--- src/rtl/mos_wb_pkg.sv ---
// Shared definitions for the MOS 6502 decoder BIST master: register map, FSM encoding, signature fold.
package mos_wb_pkg;

    localparam logic [31:0] OFS_INSTR   = 32'h0;
    localparam logic [31:0] OFS_DEC_LO  = 32'h4;
    localparam logic [31:0] OFS_DEC_MID = 32'h8;
    localparam logic [31:0] OFS_DEC_HI  = 32'hC;

    localparam logic [1:0] ST_IDLE  = 2'd0;
    localparam logic [1:0] ST_ISSUE = 2'd1;
    localparam logic [1:0] ST_GAP   = 2'd2;
    localparam logic [1:0] ST_DONE  = 2'd3;

    localparam int WIDX_W = 2;
    typedef logic [WIDX_W-1:0] widx_t;
    localparam widx_t WIDX_WRITE = 2'd0;
    localparam widx_t WIDX_LAST  = 2'd3;

    function automatic logic [31:0] reg_offset(input widx_t widx);
        case (widx)
            2'd0:    return OFS_INSTR;
            2'd1:    return OFS_DEC_LO;
            2'd2:    return OFS_DEC_MID;
            default: return OFS_DEC_HI;
        endcase
    endfunction

    function automatic logic [31:0] sig_fold(input logic [31:0] sig, input logic [31:0] dat);
        return {sig[30:0], sig[31]} ^ dat;
    endfunction

endpackage

--- src/rtl/mos_wb_signature.sv ---
// Purpose: 32-bit rotate-XOR signature accumulator with seed load.
// Latency: result visible the cycle after load/en.
// Backpressure: none; load has priority over en.
module mos_wb_signature
    import mos_wb_pkg::*;
#(
    parameter logic [31:0] RST_VAL = 32'hFFFF_FFFF
) (
    input  logic        wb_clk_i,
    input  logic        wb_rst_i,
    input  logic        load,
    input  logic [31:0] seed,
    input  logic        en,
    input  logic [31:0] dat,
    output logic [31:0] sig
);

    always_ff @(posedge wb_clk_i or posedge wb_rst_i) begin
        if (wb_rst_i)
            sig <= RST_VAL;
        else if (load)
            sig <= seed;
        else if (en)
            sig <= sig_fold(sig, dat);
    end

endmodule

--- src/rtl/mos_wishbone_bist_master.sv ---
// Purpose: Wishbone classic BIST master sweeping opcodes through the decoder block (MOS_WB_TIMEOUT_EN adds ack timeout).
// Latency: 3 cycles per transaction against a registered-ack slave, plus 1 cycle to accept start.
// Backpressure: each request is held until ack; one stb-low gap cycle separates transactions.
module mos_wishbone_bist_master
    import mos_wb_pkg::*;
#(
    parameter logic [31:0] BASE_ADDR      = 32'h3000_0000,
    parameter logic [7:0]  START_OP       = 8'h00,
    parameter logic [7:0]  END_OP         = 8'hFF,
    parameter logic [31:0] SIG_SEED       = 32'hFFFF_FFFF,
    parameter int          TIMEOUT_CYCLES = 16
) (
    input  logic        wb_clk_i,
    input  logic        wb_rst_i,
    input  logic        start_i,
    output logic        wbm_cyc_o,
    output logic        wbm_stb_o,
    output logic        wbm_we_o,
    output logic [3:0]  wbm_sel_o,
    output logic [31:0] wbm_adr_o,
    output logic [31:0] wbm_dat_o,
    input  logic [31:0] wbm_dat_i,
    input  logic        wbm_ack_i,
    output logic        busy_o,
    output logic        done_o,
    output logic        err_o,
    output logic [7:0]  cur_op_o,
    output logic [31:0] signature_o
);

    logic [1:0] state;
    widx_t      widx;
    logic [7:0] cur_op;
    logic       busy;
    logic       done;
    logic       issue;
    logic       sweep_go;
    logic       fold_en;
    logic       tmo_hit;

    assign issue    = (state == ST_ISSUE);
    assign sweep_go = start_i && ((state == ST_IDLE) || (state == ST_DONE));
    assign fold_en  = issue && wbm_ack_i && (widx != WIDX_WRITE);

`ifdef MOS_WB_TIMEOUT_EN
    localparam int TMO_W = $clog2(TIMEOUT_CYCLES + 1);
    logic [TMO_W-1:0] tmo_cnt;
    logic             err;

    always_ff @(posedge wb_clk_i or posedge wb_rst_i) begin
        if (wb_rst_i)
            tmo_cnt <= '0;
        else if (issue && !wbm_ack_i)
            tmo_cnt <= tmo_cnt + 1'b1;
        else
            tmo_cnt <= '0;
    end

    assign tmo_hit = issue && !wbm_ack_i && (tmo_cnt == TMO_W'(TIMEOUT_CYCLES - 1));

    always_ff @(posedge wb_clk_i or posedge wb_rst_i) begin
        if (wb_rst_i)
            err <= 1'b0;
        else if (sweep_go)
            err <= 1'b0;
        else if (tmo_hit)
            err <= 1'b1;
    end

    assign err_o = err;
`else
    localparam int tmo_cycles_unused = TIMEOUT_CYCLES;
    assign tmo_hit = 1'b0;
    assign err_o   = 1'b0;
`endif

    always_ff @(posedge wb_clk_i or posedge wb_rst_i) begin
        if (wb_rst_i) begin
            state  <= ST_IDLE;
            widx   <= '0;
            cur_op <= START_OP;
            busy   <= 1'b0;
            done   <= 1'b0;
        end else begin
            case (state)
                ST_ISSUE: begin
                    if (wbm_ack_i) begin
                        state <= ST_GAP;
                    end else if (tmo_hit) begin
                        state <= ST_DONE;
                        busy  <= 1'b0;
                        done  <= 1'b1;
                    end
                end
                // The gap cycle keeps a still-high ack from completing the next request.
                ST_GAP: begin
                    if (widx != WIDX_LAST) begin
                        widx  <= widx + 1'b1;
                        state <= ST_ISSUE;
                    end else if (cur_op < END_OP) begin
                        cur_op <= cur_op + 8'd1;
                        widx   <= '0;
                        state  <= ST_ISSUE;
                    end else begin
                        state <= ST_DONE;
                        busy  <= 1'b0;
                        done  <= 1'b1;
                    end
                end
                default: begin
                    state <= ST_IDLE;
                    if (start_i) begin
                        state  <= ST_ISSUE;
                        widx   <= '0;
                        cur_op <= START_OP;
                        busy   <= 1'b1;
                        done   <= 1'b0;
                    end
                end
            endcase
        end
    end

    mos_wb_signature #(
        .RST_VAL (SIG_SEED)
    ) u_sig (
        .wb_clk_i (wb_clk_i),
        .wb_rst_i (wb_rst_i),
        .load     (sweep_go),
        .seed     (SIG_SEED),
        .en       (fold_en),
        .dat      (wbm_dat_i),
        .sig      (signature_o)
    );

    assign wbm_cyc_o = issue;
    assign wbm_stb_o = issue;
    assign wbm_we_o  = issue && (widx == WIDX_WRITE);
    assign wbm_sel_o = issue ? 4'hF : 4'h0;
    assign wbm_adr_o = issue ? (BASE_ADDR + reg_offset(widx)) : 32'h0;
    assign wbm_dat_o = wbm_we_o ? {24'h0, cur_op} : 32'h0;
    assign busy_o    = busy;
    assign done_o    = done;
    assign cur_op_o  = cur_op;

endmodule
--- config.mk ---
export PLATFORM = sky130hd
export DESIGN_NAME = mos_wishbone_bist_master
export DESIGN_NICKNAME = d
export VERILOG_FILES = /design/src/rtl/mos_wb_pkg.sv /design/src/rtl/mos_wb_signature.sv /design/src/rtl/mos_wishbone_bist_master.sv
export SDC_FILE = /design/constraint.sdc
export NUM_CORES = 1
export LEC_CHECK = 0
export ABC_AREA = 1
export CAP_MARGIN = 40
export CORE_MARGIN = 3
export CORE_UTILIZATION = 48
export CTS_BUF_LIST = sky130_fd_sc_hd__clkbuf_8
export DETAILED_ROUTE_END_ITERATION = 12
export PLACE_DENSITY = 0.93
export SLEW_MARGIN = 20
export SYNTH_ARGS = -nofsm -noshare
export SYNTH_HDL_FRONTEND = slang
export SYNTH_HIERARCHICAL = 1
export SYNTH_SLANG_ARGS = --single-unit
--- constraint.sdc ---
create_clock -name wb_clk_i -period 4.7 [get_ports wb_clk_i]
set_input_delay 0.47 -clock wb_clk_i [delete_from_list [all_inputs] [get_ports wb_clk_i]]
set_output_delay 0.47 -clock wb_clk_i [all_outputs]
set_load 0.005 [all_outputs]
== Word-level counts from Yosys, hierarchy flattened ==
Index checks and enable logic that the tools add are counted.

* Flip-flop bits (word level): 46
* Input bits: 36
* Output and inout port bits: 114

* Add/subtract/negate cells: 3
* $lt $le $gt $ge: 1
* Eq/ne operators: 11
* Mux-type cells: 27
* Bitwise operators: 2
* Reductions and logical operators: 13

{| class="wikitable"
|+ Operator list
! cell !! count
|-
| $mux W32 || 3
|-
| $add A30 B32 Y32 const A || 1
|-
| $mux W8 || 4
|-
| $xor A32 B32 Y32 || 1
|-
| $pmux W8 S2 || 1
|-
| $mux W2 || 6
|-
| $pmux W4 S3 || 1
|-
| $ne A2 B2 Y1 const B || 5
|-
| $add A8 B1 Y8 const B || 1
|-
| $lt A8 B8 Y1 const B || 1
|-
| $pmux W2 S2 || 2
|-
| $reduce_and A4 Y1 || 2
|-
| $mux W1 || 7
|-
| $eq A2 B2 Y1 const B || 3
|-
| $reduce_bool A2 Y1 || 3
|-
| $eq A2 B1 Y1 const B || 2
|-
| $logic_and A1 B1 Y1 || 4
|-
| $logic_not A2 Y1 || 2
|-
| $mux W4 || 1
|-
| $pmux W1 S2 || 2
|-
| $ne A3 B3 Y1 const B || 1
|-
| $reduce_and A3 Y1 || 1
|-
| $add A2 B1 Y2 const B || 1
|-
| $logic_or A1 B1 Y1 || 1
|-
| $not A1 Y1 || 1
|}

== Longest topological paths before layout ==
* Depth in word-level cells: 5
* Mapped depth: 10
* Mapped depth without buffers: 8

== Hierarchy ==
Netlist, hierarchy kept.

{| class="wikitable"
|+ Modules (own cells, without submodules)
! module !! times used !! cells each !! area an instance (um^2) !! seq. area each (um^2)
|-
| mos_wb_signature || 1 || 334 || 2099.5 || 840.8
|-
| mos_wishbone_bist_master || 1 || 203 || 1472.7 || 350.3
|}

== Worst setup path after synthesis ==
OpenSTA, ideal clock, no wires.

* Path type: flip-flop to output port
* Start point: register state[1]
* End point: output port wbm_dat_o[0]
* Data arrival time: 1.271 ns
* Slack: 2.959 ns
* Stages on the path, launching flop included: 5
* Cell sequence: dfrtp_1 > inv_1 > ha_1 > nand2_1 > nor2_1

* Word-level cells in the longest chain between the ends: 3

{| class="wikitable"
|+ Ends and longest elaborated chain
! what !! RTL line !! RTL
|-
| start: declaration || mos_wishbone_bist_master.sv:31 || <nowiki>logic [1:0] state;</nowiki>
|-
| start signal: assignment || mos_wishbone_bist_master.sv:79 || <nowiki>state <= ST_IDLE;</nowiki>
|-
| start signal: assignment || mos_wishbone_bist_master.sv:88 || <nowiki>state <= ST_GAP;</nowiki>
|-
| start signal: assignment || mos_wishbone_bist_master.sv:90 || <nowiki>state <= ST_DONE;</nowiki>
|-
| $eq A2 B1 Y1 || mos_wishbone_bist_master.sv:41 || <nowiki>assign issue = (state == ST_ISSUE);</nowiki>
|-
| via wbm_cyc_o || mos_wishbone_bist_master.sv:16 || <nowiki>output logic wbm_cyc_o,</nowiki>
|-
| $logic_and A1 B1 Y1 || mos_wishbone_bist_master.sv:138 || <nowiki>assign wbm_we_o = issue && (widx == WIDX_WRITE);</nowiki>
|-
| $mux W8 || mos_wishbone_bist_master.sv:141 || <nowiki>assign wbm_dat_o = wbm_we_o ? {24'h0, cur_op} : 32'h0;</nowiki>
|-
| end: declaration || mos_wishbone_bist_master.sv:21 || <nowiki>output logic [31:0] wbm_dat_o,</nowiki>
|}

The timed path passes the listed nets, and every way through them passes these cells.

== Final worst setup path ==
* Start point: register state[1]
* End point: output port wbm_dat_o[1]

* Word-level cells in the longest chain between the ends: 3

{| class="wikitable"
|+ Ends and longest elaborated chain
! what !! RTL line
|-
| $eq A2 B1 Y1 || mos_wishbone_bist_master.sv:41
|-
| $logic_and A1 B1 Y1 || mos_wishbone_bist_master.sv:138
|-
| $mux W8 || mos_wishbone_bist_master.sv:141
|}

No other way between the ends.

==> results by group <==
Hold path
  – Hold path start: busy_o
  – HP Class: register to register

Clock network
  – Post-CTS setup buffers: 0
  – Clk slew on worst S/H paths: around 0.090 ns
  – H-tree depth: 2
  – Root Buffer: clkbuf_8
  – Hold Buf Count CTS: 0
  – Clock Tree Buf Depth: 2
  – Worst-skew pair later-pin latency: 0.30 ns
  – CTS Buf Count: 5
  – Cts repair resizes: 0
  – TritonCTS clock tree: yes
  – Clock sink total: 46

Timing
  – Final Hold Fails: 0
  – Final setup violation count: 0
  – Max transition margin: a little over 50%
  – Setup Total Neg Slack: 0 ns
  – Final Critical Period: 2.73 ns
  – Period utilisation layout: a little under 60%
  – Max-slew violations: 0
  – RSZ-0062 raised after global routing: false
  – Final Skew: between 0.01 and 0.015 ns
  – Worst hold margin: between 0.4 and 0.5 ns
  – Fmax: roughly 370 MHz
  – Worst-Margin Slew: roughly 0.74 ns

Synthesis
  – Mux cell area share after synthesis: 0%
  – Largest family of logic cells by synthesized area: simple AND/OR/NAND/NOR gates
  – Synth Area in XOR/XNOR: 0%
  – Post-synthesis simple-gate area fraction: 30.1%
  – Synthesis-stage register bit count: between 40 and 50
  – Synth Warn #: 6
  – Compound-Gate Fraction of Synth Area: about 6.2%
  – Post-synthesis adder-cell area fraction: 2.45%
  – Synth Area per Inst: around 6.7 um2
  – Distinct cells, synth: 27
  – Cells after Synth: around 540
  – Mapped Area: roughly 3600 um2
  – Register area share after synthesis: roughly a third

Setup path
  – Crit path required time: between 4 and 5 ns
  – Setup crit start: state[1]
  – Worst R2R Start: state[1]
  – Crit path kind: register to output pin
  – Critical Path Sink Type: output pin
  – Arrival @ worst endpoint: roughly 2.3 ns
  – Worst Setup Start Kind: register
  – Critical Path Fanout Max: 12

Routing
  – Top routing layer used: met4
  – Drt drc: 0
  – Via count: roughly 3,300
  – WL met2: 4.32 mm
  – WL final: 8.38 mm
  – Met1 WL: 3.38 mm
  – Via/cell ratio: 4.35
  – Iter 0 DRT Violations: 132
  – DRT Pass-1 Iters: 4
  – Met3 WL: roughly 600 um
  – ANT nets after route: 0
  – Avg WL per Cell: around 11 um

Power
  – Max IR drop VDD: between 150 and 200 uV
  – Pwr per Cell Area: 508 nW/um2
  – Leakage: around 2.5 nW

Die
  – Die width: just over 90 um
  – IO Pins: 150
  – Core Box Area: 7020 um2
  – Initial Util: between 50% and 60%
  – Die Y: around 92 um
  – Num rows: 30
  – Die ar.: roughly 8500 um2

GRT
  – All-Layer GR Usage: between 10% and 20%
  – GR Overflow Total: 0
  – Initial antenna violation count: 0
  – Vias in the first global route: ~3,100
  – First-pass GRT wire length: about 14 mm
  – Largest net degree at the start of global routing: 33

Layout
  – Commonest cells after routing, fill and taps aside: nand2_1 (169), inv_1 (118), clkdlybuf4s50_1 (96)
  – N_diodes: 0
  – Layout cells sized above 1: a little under a tenth
  – Layout Nets: just under 700
  – Commonest non-fill, non-tap cell in the layout: nand2_1
  – Layout area overhead: 27.8%

Status
  – Status: completed

Placed design
  – Port Buffer Count: 96
  – Hpwl dp: 6.42 mm
  – Routability cong.: between 0.8 and 0.9

Run
  – Max cap viols: 0
## logic make-up (layout without fill, tap and decap cells)
group / count (synthesis) / after routing
adder cells (fa/ha/maj): 7 / 7
AO/OA/AOI/OAI: 41 / 41
AND/OR/NAND/NOR: 249 / 249
buffers and inverters: 192 / 225
flip-flops: 46 / 46
other: 2 / 85
## final cells by class
type | instances | area, um2
sequential | 46 | 1190
tap | 96 | 120
clock inverter | 3 | 41.3
fill | 591 | 2450
multi-input combinational | 382 | 1700
inverter | 119 | 447
clock buffer | 5 | 68.8
timing repair buffer | 98 | 996
## cell usage after synthesis
library cell  instances  share of area, %
nor3_1                1              0.14
nand3_2               2              0.56
buf_2                 3              0.42
o21ai_1               1              0.14
nor2_1               20               2.1
clkbuf_2              1              0.14
nand3_1              41               5.7
o21ai_0               2              0.28
inv_2                 2              0.21
buf_6                 2              0.63
a21oi_1              34               4.8
or2_2                 1              0.18
o21ai_2               4              0.98
nor2_2                2              0.35
inv_1               117                12
nand2_2               3              0.53
ha_1                  7               2.5
dfrtp_1              14               9.8
nor2_4                3              0.95
nand3b_1              2              0.42
or2_4                 1              0.25
nand4_1               3              0.53
nand2_1             169                18
dfstp_2              32                24
nor2_8                1              0.56
buf_4                67                14
conb_1                2              0.21
## metrics by stage
step / area [um2] / utilization (%) / std cells / setup slack, ns / power, mW
global placement: 4430 / 63.1 / 740 / 2.15 / 1.94
CTS: 4560 / 65.0 / 749 / 1.94 / 2.33
floorplan: 3880 / - / 620 / 2.96 / 1.55
detailed placement: 4450 / 63.5 / 741 / 2.27 / 2.03
finish: 4560 / 65.0 / 749 / 1.97 / 2.32
global route: 4560 / 65.0 / 749 / 1.75 / 2.52
## where the power goes
group / leakage (nW) / internal (mW) / switching, mW / total, mW
logic: 1.95 / 0.590 / 0.607 / 1.20
registers: 0.524 / 0.659 / 0.167 / 0.826
clock network: 0.0556 / 0.157 / 0.136 / 0.293
total: 2.53 / 1.41 / 0.910 / 2.32
## final timing paths
| path | to | depth (start not counted) | slack, ns |
|---|---|---|---|
| worst min-delay path | busy_o | 2 | 0.50 |
| min in group asynchronous | cur_op_o[1] | 2 | 0.53 |
| worst max register to register | u_sig/sig[14] | 8 | 2.38 |
| max in group asynchronous | u_sig/sig[6] | 3 | 3.78 |
| worst min register to register | busy_o | 2 | 0.50 |
| worst max-delay path | wbm_dat_o[1] | 5 | 1.97 |
## worst max-delay path, cell delays in order, from the launching register on
cell and delay, ns:
dfrtp_1 0.41, inv_1 0.06, ha_1 0.47, nand2_1 0.33, nor2_1 0.17, clkdlybuf4s50_1 0.52
## state kept, by name, indices dropped and copies added (netlist names)
register and count:
u_sig/sig 32, cur_op_o 8, busy_o 1, done_o 1
state 2, widx 2
## layer usage
| metal | track usage (%) | vias to the layer above |
|---|---|---|
| met2 | 35.9 | 111 |
| met1 | 23.0 | 1465 |
| met5 | 0 | - |
| li1 | - | 1670 |
| met3 | 4.68 | 9 |
| met4 | 4.58 | 0 |
Power figures use the tool's default switching activity.
